==> config.mk <==
export PLATFORM = sky130hd
export DESIGN_NAME = col_seq_ctrl_flat
export DESIGN_NICKNAME = d
export VERILOG_FILES = /design/src/rtl/col_seq_ctrl_if.sv /design/src/rtl/col_seq_ctrl.sv /design/src/flat_wrapper.sv
export SDC_FILE = /design/constraint.sdc
export NUM_CORES = 1
export LEC_CHECK = 0
export BUFFER_PORTS_ARGS = -buffer_cell sky130_fd_sc_hd__buf_2
export CAP_MARGIN = 20
export CORE_AREA = 2 2 60 62
export DETAILED_ROUTE_END_ITERATION = 6
export DIE_AREA = 0 0 62 64
export HOLD_SLACK_MARGIN = 0.05
export PLACE_DENSITY = 0.71
export SLEW_MARGIN = 20
export SYNTH_ARGS = -nofsm -noshare
export SYNTH_HDL_FRONTEND = slang
export SYNTH_SLANG_ARGS = --single-unit
==> constraint.sdc <==
create_clock -name clk -period 1.6 [get_ports clk]
set_input_delay 0.24 -clock clk [delete_from_list [all_inputs] [get_ports clk]]
set_output_delay 0.24 -clock clk [all_outputs]
set_load 0.03 [all_outputs]
==> src/rtl/col_seq_ctrl_if.sv <==
// ============================================================================
// Module : col_seq_ctrl_if
// Brief  : Command handshake and column-decoder bus of the column sequencer.
// Rev    : 1.0  initial release
// ============================================================================
`default_nettype none

interface col_seq_ctrl_if;
    logic       cmd_valid;
    logic       cmd_ready;
    logic       cmd_op;
    logic [7:0] cmd_key;
    logic [2:0] cmd_addr;
    logic [2:0] cmd_len;
    logic       MAC_en;
    logic [2:0] addr;
    logic [7:0] data;
    logic       pch_en;
    logic       sense_en;
    logic       busy;
    logic       done;

    modport master (
        output cmd_valid, cmd_op, cmd_key, cmd_addr, cmd_len,
        input  cmd_ready, MAC_en, addr, data, pch_en, sense_en, busy, done
    );

    modport slave (
        input  cmd_valid, cmd_op, cmd_key, cmd_addr, cmd_len,
        output cmd_ready, MAC_en, addr, data, pch_en, sense_en, busy, done
    );
endinterface

`default_nettype wire

==> src/rtl/col_seq_ctrl.sv <==
// ============================================================================
// Module : col_seq_ctrl
// Brief  : Column access sequencer (precharge/drive/evaluate) for MAC sweeps
//          and single-column CAM searches. Define COL_SEQ_ABORT_EN for abort.
// Rev    : 1.0  initial release
// ============================================================================
`default_nettype none

module col_seq_ctrl #(
    parameter int PCH_CYC  = 2,
    parameter int EVAL_CYC = 1
) (
    input  wire logic        clk,
    input  wire logic        rst,
`ifdef COL_SEQ_ABORT_EN
    input  wire logic        abort,
`endif
    col_seq_ctrl_if.slave    bus
);

    localparam logic [3:0] c_pch_load  = 4'(PCH_CYC - 1);
    localparam logic [3:0] c_eval_load = 4'(EVAL_CYC - 1);

    typedef enum logic [2:0] {
        S_IDLE  = 3'd0,
        S_PCH   = 3'd1,
        S_DRIVE = 3'd2,
        S_EVAL  = 3'd3,
        S_DONE  = 3'd4
    } state_t;

    state_t     r_state;
    logic [3:0] r_cnt;
    logic [2:0] r_cols_left;
    logic       r_ready;
    logic       r_busy;
    logic       r_done;
    logic       r_mac_en;
    logic [2:0] r_addr;
    logic [7:0] r_data;
    logic       r_pch_en;
    logic       r_sense_en;

    logic       w_accept;
    logic       w_abort;

    assign w_accept = bus.cmd_valid & r_ready;

`ifdef COL_SEQ_ABORT_EN
    assign w_abort = abort & ((r_state == S_PCH) | (r_state == S_DRIVE) | (r_state == S_EVAL));
`else
    assign w_abort = 1'b0;
`endif

    always_ff @(posedge clk or posedge rst) begin
        if (rst) begin
            r_state     <= S_IDLE;
            r_cnt       <= 4'd0;
            r_cols_left <= 3'd0;
            r_ready     <= 1'b0;
            r_busy      <= 1'b0;
            r_done      <= 1'b0;
            r_mac_en    <= 1'b0;
            r_addr      <= 3'd0;
            r_data      <= 8'd0;
            r_pch_en    <= 1'b0;
            r_sense_en  <= 1'b0;
        end else if (w_abort) begin
            r_state     <= S_IDLE;
            r_cnt       <= 4'd0;
            r_cols_left <= 3'd0;
            r_ready     <= 1'b1;
            r_busy      <= 1'b0;
            r_done      <= 1'b0;
            r_mac_en    <= 1'b0;
            r_addr      <= 3'd0;
            r_data      <= 8'd0;
            r_pch_en    <= 1'b0;
            r_sense_en  <= 1'b0;
        end else begin
            case (r_state)
                S_IDLE: begin
                    r_ready <= 1'b1;
                    if (w_accept) begin
                        // Decoder drive is latched here and held for the whole access.
                        r_state     <= S_PCH;
                        r_ready     <= 1'b0;
                        r_busy      <= 1'b1;
                        r_pch_en    <= 1'b1;
                        r_cnt       <= c_pch_load;
                        r_mac_en    <= bus.cmd_op;
                        r_addr      <= bus.cmd_op ? bus.cmd_addr : 3'd0;
                        r_data      <= bus.cmd_op ? 8'd0 : bus.cmd_key;
                        r_cols_left <= bus.cmd_op ? bus.cmd_len : 3'd0;
                    end
                end
                S_PCH: begin
                    if (r_cnt == 4'd0) begin
                        r_state  <= S_DRIVE;
                        r_pch_en <= 1'b0;
                    end else begin
                        r_cnt <= r_cnt - 4'd1;
                    end
                end
                S_DRIVE: begin
                    r_state    <= S_EVAL;
                    r_sense_en <= 1'b1;
                    r_cnt      <= c_eval_load;
                end
                S_EVAL: begin
                    if (r_cnt == 4'd0) begin
                        r_sense_en <= 1'b0;
                        if (r_cols_left != 3'd0) begin
                            // Next column; the 3-bit address wraps 7 -> 0.
                            r_state     <= S_PCH;
                            r_cols_left <= r_cols_left - 3'd1;
                            r_addr      <= r_addr + 3'd1;
                            r_pch_en    <= 1'b1;
                            r_cnt       <= c_pch_load;
                        end else begin
                            r_state  <= S_DONE;
                            r_done   <= 1'b1;
                            r_mac_en <= 1'b0;
                            r_addr   <= 3'd0;
                            r_data   <= 8'd0;
                        end
                    end else begin
                        r_cnt <= r_cnt - 4'd1;
                    end
                end
                S_DONE: begin
                    r_state <= S_IDLE;
                    r_done  <= 1'b0;
                    r_busy  <= 1'b0;
                    r_ready <= 1'b1;
                end
                default: begin
                    r_state <= S_IDLE;
                end
            endcase
        end
    end

    assign bus.cmd_ready = r_ready;
    assign bus.busy      = r_busy;
    assign bus.done      = r_done;
    assign bus.MAC_en    = r_mac_en;
    assign bus.addr      = r_addr;
    assign bus.data      = r_data;
    assign bus.pch_en    = r_pch_en;
    assign bus.sense_en  = r_sense_en;

endmodule

`default_nettype wire

==> src/flat_wrapper.sv <==
// flat-port wrapper written by rule: the top's interface ports become plain ports
module col_seq_ctrl_flat 
#(
    parameter int PCH_CYC  = 2,
    parameter int EVAL_CYC = 1
)
  (clk, rst, bus_cmd_valid, bus_cmd_op, bus_cmd_key, bus_cmd_addr, bus_cmd_len, bus_cmd_ready, bus_MAC_en, bus_addr, bus_data, bus_pch_en, bus_sense_en, bus_busy, bus_done);
  col_seq_ctrl_if bus_i ();
  input  wire logic clk;
  input  wire logic rst;
  input wire logic [$bits(bus_i.cmd_valid)-1:0] bus_cmd_valid;
  input wire logic [$bits(bus_i.cmd_op)-1:0] bus_cmd_op;
  input wire logic [$bits(bus_i.cmd_key)-1:0] bus_cmd_key;
  input wire logic [$bits(bus_i.cmd_addr)-1:0] bus_cmd_addr;
  input wire logic [$bits(bus_i.cmd_len)-1:0] bus_cmd_len;
  output wire logic [$bits(bus_i.cmd_ready)-1:0] bus_cmd_ready;
  output wire logic [$bits(bus_i.MAC_en)-1:0] bus_MAC_en;
  output wire logic [$bits(bus_i.addr)-1:0] bus_addr;
  output wire logic [$bits(bus_i.data)-1:0] bus_data;
  output wire logic [$bits(bus_i.pch_en)-1:0] bus_pch_en;
  output wire logic [$bits(bus_i.sense_en)-1:0] bus_sense_en;
  output wire logic [$bits(bus_i.busy)-1:0] bus_busy;
  output wire logic [$bits(bus_i.done)-1:0] bus_done;
  assign bus_i.cmd_valid = bus_cmd_valid;
  assign bus_i.cmd_op = bus_cmd_op;
  assign bus_i.cmd_key = bus_cmd_key;
  assign bus_i.cmd_addr = bus_cmd_addr;
  assign bus_i.cmd_len = bus_cmd_len;
  assign bus_cmd_ready = bus_i.cmd_ready;
  assign bus_MAC_en = bus_i.MAC_en;
  assign bus_addr = bus_i.addr;
  assign bus_data = bus_i.data;
  assign bus_pch_en = bus_i.pch_en;
  assign bus_sense_en = bus_i.sense_en;
  assign bus_busy = bus_i.busy;
  assign bus_done = bus_i.done;
  col_seq_ctrl #(.PCH_CYC(PCH_CYC), .EVAL_CYC(EVAL_CYC)) u_core (.clk(clk), .rst(rst), .bus(bus_i));
endmodule
==> run metrics <==
Seq/Total Area, Yosys 0.457; Worst-Skew Late Latency 0.33 ns; HP Class input port to register; Critical Path RT 1.84 ns; core box area 3280 um2; Filler cells 246; Max Clock Freq 603 MHz; Post-Syn Area 1480 um2; top-count cell post-synth dfrtp_1; initial core utilization 0.450; status finished with violations; Inserted Clock Buffers 3; vias per cell 5.34; CP startpoint kind register; setup ws final -0.0589 ns; Synth top area share 0.457; failing checks negative setup slack; skew final 0.00497 ns; antenna violations before repair 0; Net Switching 1.86 mW; Syn Inst Count 153; maximum VDD drop 0.905 mV; Relative slew margins 0.741; Async SR Flop Fraction 1.00; syn avg cell area 9.67 um2; Ports 35; CP endpoint kind register; final wirelength 4070 um; Die ar. 3970 um2; max-cap violations 0; vias in the first global route 1381; antenna cells 0; via count 1425; WP data arrival 1.90 ns; max-slew violations 0; Synth cell types 39; Post-synth EDFFs 0; placement row count 21; Reg power frac 0.294; IO Port Bufs 34; Synth area leaders dfrtp_1, mux2i_1, ha_1; remaining antenna violation count after routing 0; DP Wirelength 2630 um; placer's final routability congestion estimate 0.875; DRC viols 0; pin count of the biggest net entering global routing 28; Most used DFF post-synth dfrtp_1; global-route wire length before repair 6410 um; Nets 245; final setup vio count 15; Area growth, synth to finish 43.7%; Hold Path Depth 3; Chip Width 62 um; Min Hold Slack 0.128 ns; Seq cells post-synth 27; YS warnings 0; Clock Tree Root clkbuf_4; area leader, netlist dfrtp_1; clock slew at reported path FFs 0.15 ns; crit path max fanout 6; Clk network pwr share 0.073; TritonCTS clock tree done; Pint 2.29 mW; top cells by count, synth dfrtp_1, inv_1, nand2_1; DIE HEIGHT 64 um; CTS max path bufs 2; fin crit period 1.66 ns; Switching Fraction 0.448; Worst Tran Pin Value 0.384 ns; total iterations of the first detailed-routing run 5; WS Path Type register to register; fraction of layout cells with a size suffix above 1 0.412; Synth Net Count 176; crit share post-route 1.04; DR iter-0 viols 51; power after layout 4.15 mW; cell count of the worst reg-to-reg path 8; Remaining Overflow, GRT 0; CTS sink count 27; htree depth 1; Gate power share 0.633; post-layout util 0.647; WL/cell 15.2 um; setup TNS -0.313 ns; unrepaired setup endpoints after global routing yes; Total GRT Usage 0.217; Leak Pwr 0.986 nW; Fin. Hold Viols 0; pre-CTS setup slack -0.100 ns; PwrDens 1950 nW/um2
## power by group through the flow
| stage | registers [mW] | clock network [mW] | logic, mW |
|---|---|---|---|
| detailed placement | 1.19 | 0 | 2.09 |
| finish | 1.22 | 0.304 | 2.63 |
| global route | 1.25 | 0.343 | 2.85 |
| global placement | 1.18 | 0 | 2.02 |
| floorplan | 1.47 | 0 | 1.06 |
| CTS | 1.19 | 0.316 | 2.37 |
## per-stage QoR
stage	area (um2)	cells
5_1_grt	2120	267
6_report	2120	267
2_1_floorplan	1480	153
3_5_place_dp	1870	249
3_3_place_gp	1870	249
4_1_cts	2030	263
## sequential cells by signal, summed over array words and instances (netlist names)
signal / flops
u_core.bus.pch_en: 1
u_core.bus.sense_en: 1
u_core.r_state: 3
u_core.bus.done: 1
u_core.bus.cmd_ready: 1
u_core.r_cnt: 4
u_core.bus.addr: 3
u_core.r_cols_left: 3
u_core.bus.busy: 1
u_core.bus.MAC_en: 1
u_core.bus.data: 8
## logic make-up (layout without fill, tap and decap cells)
logic type | after synthesis | after routing | synth area share
flops | 27 | 27 | 0.457
xor+xnor | 1 | 1 | 0.00592
fa+ha+maj | 5 | 5 | 0.0423
mux | 9 | 9 | 0.0609
buf+inv | 23 | 91 | 0.0584
compound gates | 35 | 35 | 0.165
simple gates | 53 | 53 | 0.211
## path summary, 6_finish.rpt
kind,start,end,slack (ns)
max in group asynchronous,rst,u_core.r_cnt[2],0.83
min in group asynchronous,rst,u_core.r_cnt[0],0.52
min reg2reg,u_core.bus.sense_en,u_core.bus.sense_en,0.52
min,bus_cmd_key[3],u_core.bus.data[3],0.13
max reg2reg,u_core.r_cnt[1],u_core.r_cols_left[1],-0.06
max,u_core.r_cnt[1],u_core.r_cols_left[1],-0.06
## what timing repair did
item,CTS,global route
endpoints found under the hold margin,27,0
endpoints found under the setup margin,16,23
hold buffers,1,0
buffers inserted,8,4
pin swaps,5,1
gates resized for setup,13,12
cloned,1,0
## area by class of cell
type / instances / area (um2) / area share
multi-input cells: 103 / 813 / 0.383
flip-flops and latches: 27 / 676 / 0.318
repair buffers: 71 / 492 / 0.231
inverters: 16 / 60.1 / 0.0283
well taps: 46 / 57.6 / 0.0271
clock buffers: 4 / 26.3 / 0.0124
## cells in the final DEF (no fill, tap or decap), types with 2 or more instances in the layout
master,instances
o31ai_1,2
o21ai_0,6
inv_2,3
a21oi_2,2
nand3_1,5
nor2_1,9
inv_1,13
mux2i_1,9
buf_2,34
nor3_1,5
a21o_1,3
nor3b_1,2
dfrtp_1,27
nand4_1,2
buf_4,31
o21a_1,2
nor2b_1,3
nand2_1,13
a21oi_1,4
nand2b_1,2
buf_6,3
ha_1,3
a31oi_1,5
o211ai_1,2
ha_4,2
clkbuf_4,3
## metal layers
metal | global-route usage | up-vias | wire (um)
met2 | 0.357 | 43 | 2130
met5 | 0 | - | 0
met1 | 0.291 | 701 | 1720
li1 | - | 675 | -
met3 | 0.0223 | 6 | 149
met4 | 0.0745 | 0 | 63
## critical path, cell delays in order, from the launching register on
cell       delay (ns)
dfrtp_1          0.41
inv_2            0.09
ha_4             0.14
buf_4            0.10
nand4bb_1        0.19
o32ai_4          0.28
buf_6            0.15
o211ai_1         0.09
o21a_1           0.12
Power figures use the tool's default switching activity.
